==> src/rtl/sensor_board_scanner.sv <==
// sensor_board_scanner: scans the reed-switch matrix and publishes a
// debounced 32-bit board word for the memory manager (CPU addr 0x1001).
// Ports: clock, reset (async, active-low), enable, colSense[COLS] (active-low),
//        rowDrive[ROWS] (one-hot active-low), sensorBoardOut[32],
//        frameValid, boardChanged, scanBusy.
// Optional macro SENSOR_SCAN_IRQ_EN adds irqClear (in) and scanIrq (out).
module sensor_board_scanner #(
    parameter int ROWS           = 8,
    parameter int COLS           = 4,
    parameter int SETTLE_CYCLES  = 50,
    parameter int DEBOUNCE_SCANS = 4
) (
    input  logic            clock,
    input  logic            reset,
    input  logic            enable,
    input  logic [COLS-1:0] colSense,
`ifdef SENSOR_SCAN_IRQ_EN
    input  logic            irqClear,
    output logic            scanIrq,
`endif
    output logic [ROWS-1:0] rowDrive,
    output logic [31:0]     sensorBoardOut,
    output logic            frameValid,
    output logic            boardChanged,
    output logic            scanBusy
);

    localparam int RW = (ROWS > 1) ? $clog2(ROWS) : 1;
    localparam int SW = $clog2(SETTLE_CYCLES + 1);
    localparam int DW = $clog2(DEBOUNCE_SCANS + 1);

    localparam logic [RW-1:0] LAST_ROW    = RW'(ROWS - 1);
    localparam logic [SW-1:0] SETTLE_LAST = SW'(SETTLE_CYCLES - 1);
    localparam logic [DW-1:0] DB_MAX      = DW'(DEBOUNCE_SCANS);

    typedef enum logic [1:0] {
        IDLE   = 2'd0,
        DRIVE  = 2'd1,
        SAMPLE = 2'd2,
        COMMIT = 2'd3
    } state_t;

    state_t          state, state_d;
    logic [RW-1:0]   row, row_d;
    logic [SW-1:0]   settle, settle_d;
    logic [DW-1:0]   stable, stable_d;
    logic [31:0]     cand, cand_d;
    logic [31:0]     prev, prev_d;
    logic [31:0]     board, board_d;
    logic [COLS-1:0] sync1, sync2;
    logic [COLS-1:0] sense;

    // Columns are asynchronous reed contacts; invert so present = 1.
    assign sense = ~sync2;

    always_ff @(posedge clock or negedge reset) begin
        if (!reset) begin
            state  <= IDLE;
            row    <= '0;
            settle <= '0;
            stable <= '0;
            cand   <= '0;
            prev   <= '0;
            board  <= '0;
            sync1  <= '1;
            sync2  <= '1;
        end else begin
            state  <= state_d;
            row    <= row_d;
            settle <= settle_d;
            stable <= stable_d;
            cand   <= cand_d;
            prev   <= prev_d;
            board  <= board_d;
            sync1  <= colSense;
            sync2  <= sync1;
        end
    end

    always_comb begin
        state_d      = state;
        row_d        = row;
        settle_d     = settle;
        stable_d     = stable;
        cand_d       = cand;
        prev_d       = prev;
        board_d      = board;
        rowDrive     = '1;
        frameValid   = 1'b0;
        boardChanged = 1'b0;
        unique case (state)
            IDLE: begin
                row_d    = '0;
                settle_d = '0;
                if (enable) state_d = DRIVE;
            end
            DRIVE: begin
                rowDrive[row] = 1'b0;
                settle_d      = settle + SW'(1);
                if (settle == SETTLE_LAST) begin
                    settle_d = '0;
                    state_d  = SAMPLE;
                end
            end
            SAMPLE: begin
                rowDrive[row] = 1'b0;
                cand_d[int'(row)*COLS +: COLS] = sense;
                // A disabled scan abandons the frame; prev/stable untouched.
                if (!enable) begin
                    state_d = IDLE;
                end else if (row == LAST_ROW) begin
                    state_d = COMMIT;
                end else begin
                    row_d   = row + RW'(1);
                    state_d = DRIVE;
                end
            end
            COMMIT: begin
                frameValid = 1'b1;
                if (cand == prev)
                    stable_d = (stable == DB_MAX) ? stable : stable + DW'(1);
                else
                    stable_d = DW'(1);
                if (stable_d >= DB_MAX && cand != board) begin
                    board_d      = cand;
                    boardChanged = 1'b1;
                end
                prev_d   = cand;
                row_d    = '0;
                settle_d = '0;
                state_d  = enable ? DRIVE : IDLE;
            end
            default: state_d = IDLE;
        endcase
    end

    assign sensorBoardOut = board;
    assign scanBusy       = (state != IDLE);

`ifdef SENSOR_SCAN_IRQ_EN
    // Set has priority over a coincident clear.
    always_ff @(posedge clock or negedge reset) begin
        if (!reset)
            scanIrq <= 1'b0;
        else if (boardChanged)
            scanIrq <= 1'b1;
        else if (irqClear)
            scanIrq <= 1'b0;
    end
`endif

endmodule

==> config.mk <==
export PLATFORM = sky130hd
export DESIGN_NAME = sensor_board_scanner
export DESIGN_NICKNAME = d
export VERILOG_FILES = /design/src/rtl/sensor_board_scanner.sv
export SDC_FILE = /design/constraint.sdc
export NUM_CORES = 1
export LEC_CHECK = 0
export BUFFER_PORTS_ARGS = -buffer_cell sky130_fd_sc_hd__clkbuf_2
export CAP_MARGIN = 10
export CORE_MARGIN = 5
export CORE_UTILIZATION = 35
export CTS_BUF_LIST = sky130_fd_sc_hd__clkbuf_4
export DETAILED_ROUTE_END_ITERATION = 8
export MAX_ROUTING_LAYER = met4
export PLACE_DENSITY = 0.56
export SYNTH_ARGS = -nofsm -noshare
export SYNTH_HDL_FRONTEND = slang
export SYNTH_SLANG_ARGS = --single-unit
==> constraint.sdc <==
create_clock -name clock -period 3.2 [get_ports clock]
set_input_delay 0.96 -clock clock [delete_from_list [all_inputs] [get_ports clock]]
set_output_delay 0.96 -clock clock [all_outputs]
set_load 0.1 [all_outputs]
==> results.toml <==
[run_status]
status = "complete, but fails checks"
violations = "setup timing"

[sta]
rsz0062_at_grt = "true"
relSlewSlack_pct = 62.8
max_slew.worst_pin.slew_ns = 0.560
max_freq_mhz = 309
post-route-period-util_pct = 101
skew_ns = 0.0204
setup_viol = 1
hold_viol = 0
final_max_slew_viol_count = 0
fin_setup_tns_ns = -0.0328
fin_crit_ns = 3.23
setup_ws_ns = -0.0328

[yosys]
synth-edff-count = 0
syn_inst = 464
synth_top_area_cell = "dfrtp_1"
ys_seq_area_share_pct = 53.6
dominantRegCellSynth = "dfrtp_1"
yosys_warnings = 0
yosysUniqueCellTypes = 34
synth_top_area_share_pct = 49.8
synth-async-reset-ratio_pct = 100
synth_area_sq_um = 5530
ys_top_cells_by_area = "dfrtp_1 50%, mux2_2 12%, xnor2_1 5.1%"
syn-mean-instance-area_sq_um = 11.9
synth-seq-cells = 118
syn_nets = 488

[place]
dp.final_hpwl_mm = 9.29
post-place-ws_ns = 0.152
place.port_buffers = 49
place_congestion = 0.801

[global_route]
grt_max_degree = 38
grt_pass1_vias = 3782
antenna_found_initial = 0
grt.total_usage_pct = 15.8
grt_pass1_wl_mm = 21.1
overflow = 0

[clock_tree]
cts_sinks = 118
clock_latency_ns = 0.53
cts.reportedPaths.clkPinSlew_ns = 0.11
numCtsBuffers = 17
cts_hold_buf = 0
cts_root_buf = "clkbuf_4"
cts_buffer_depth = 2
htree_num_levels = 4
tritoncts = "built"

[floorplan]
die_x_um = 136
start_util_pct = 35.2
core-area_sq_um = 15700
ioPinCount = 50
rows = 46
die_h_um = 136
fp.dieArea_sq_um = 18400

[power_and_ir_drop]
ir_drop_uv = 674
p_leak_nw = 3.19
switchingPower_w = 0.00221
p_int_w = 0.00295
power_density_nw_per_um2 = 789
switching_share_pct = 42.8
comb_power_share_pct = 42.6
p_clk_share_pct = 19.5
power_frac_seq_pct = 37.9

[setup_path]
end_kind = "output pin"
cp_slowest_cell = "dfrtp_1"
cpLargestDelayFamily = "simple AND/OR/NAND/NOR gates"
r2r.worst_path.cells = 7
cp-start-kind = "flop"
critical_path_class = "flop to output pin"
critPathMaxStageDelay_ns = 0.45
timing.rr.end = "cand[17]$_DFFE_PN0P_"
reg2reg_slack_ns = 0.55
critPathBufInv = 1
worstPathCellList = "xnor2_1 > nand4_1 > nor4_2 > nand2_2 > nor4_4 > buf_12"
critPathArrivalTime_ns = 2.27
crit_path_max_fanout = 5
cp.required_ns = 2.24
r2r_start = "row[0]$_DFFE_PN0P_"

[detailed_routing]
drtIter0Drc = 189
wl_per_cell_um = 17.1
drt-pass1-iter-count = 4
ant_nets = 0
viasPerCell = 4.87
drt-total-wl_mm = 13.2
drc = 0
vias = 3753

[layout]
most-common-layout-cells = "106 x dfrtp_1, 61 x mux2_2, 53 x nand2_1, 39 x clkbuf_2"
syn_to_final_growth_pct = 18.2
drive_gt1_share_pct = 33.6
nets = 565
final_common_cell = "dfrtp_1"
diodes = 0

[min_path]
hp-start = "sync1[3]$_DFF_PN1_"
hold_path_end = "sync2[3]$_DFF_PN1_"
hold_path_class = "flop to flop"
holdPathStages = 0

[run]
cap_viol_max_count = 0
## synth_stat cells (all sizes together) (3+ instances only)
cell,instances
a21oi,5
buf,7
clkbuf,8
dfrtp,110
dfstp,8
ha,17
inv,11
mux2,64
nand2,54
nand2b,3
nand3,17
nand4,12
nor2,12
nor4,11
o21ai,15
o31ai,30
xnor2,32
xor2,32
## through the flow
step | util, % | hold slack, ns | instance area (sq um) | instances | power, W
after global routing | 41.6 | 0.366 | 6540 | 770 | 0.00551
after global placement | 39.0 | 0.347 | 6130 | 731 | 0.00399
after detailed placement | 39.0 | 0.347 | 6130 | 731 | 0.00403
after floorplan | - | 0.345 | 5530 | 464 | 0.00348
after CTS | 41.6 | 0.363 | 6530 | 770 | 0.00520
final | 41.6 | 0.360 | 6540 | 770 | 0.00516
## worst max-delay path by stage
stage,start,endpoint,slack [ns],cells past startpoint
3_5_place_dp,cand[31]$_DFFE_PN0P_,boardChanged,0.15,6
5_1_grt,cand[23]$_DFFE_PN0P_,boardChanged,-0.22,6
2_1_floorplan,state[0]$_DFFE_PN0P_,rowDrive[3],0.17,5
6_report,cand[19]$_DFFE_PN0P_,boardChanged,-0.03,6
4_1_cts,cand[23]$_DFFE_PN0P_,boardChanged,-0.09,7
3_3_place_gp,cand[14]$_DFFE_PN0P_,boardChanged,0.15,6
## layer usage
layer,vias up,share of wire (%),global-route usage [%]
li1,1790,-,-
met1,1861,46,20.4
met2,83,47,24.1
met3,19,5.0,4.27
met4,0,1.7,5.21
met5,-,0,-
## power groups by stage
stage / clock, W / combinational [W] / sequential, W
final: 0.00101 / 0.00220 / 0.00195
after detailed placement: 0 / 0.00205 / 0.00198
after CTS: 0.00105 / 0.00220 / 0.00195
after floorplan: 0 / 0.00147 / 0.00201
after global placement: 0 / 0.00203 / 0.00197
after global routing: 0.00113 / 0.00239 / 0.00199
## layout make-up
type                       count  area, sq um
clock inverter                13          115
timing repair buffer          73          479
multi-input combinational    320         2520
fill                        1513         9170
tap                          216          270
inverter                      11         41.3
sequential                   118         2970
clock buffer                  19          143
## timing repair
action	4_1_cts	5_1_grt
pin swaps	8	0
gates resized for setup	15	12
buffers inserted	7	0
setup endpoints to repair	1	9
## flip-flops by register name, indices dropped and copies added (netlist names)
| signal | flops |
|---|---|
| sync1 | 4 |
| sync2 | 4 |
| stable | 3 |
| cand | 32 |
| sensorBoardOut | 32 |
| row | 3 |
| prev | 32 |
| settle | 6 |
| state | 2 |
## cell families after synthesis
group	share of synthesized area [%]
AOI/OAI and AO/OA	6.72
DFF	53.6
buffers and inverters	2.17
adders and majority gates	3.85
xor gates and xnor gates	10.1
and+or+nand+nor	10.2
muxes	13.4
Note: power is estimated with default switching activity, not from simulation.
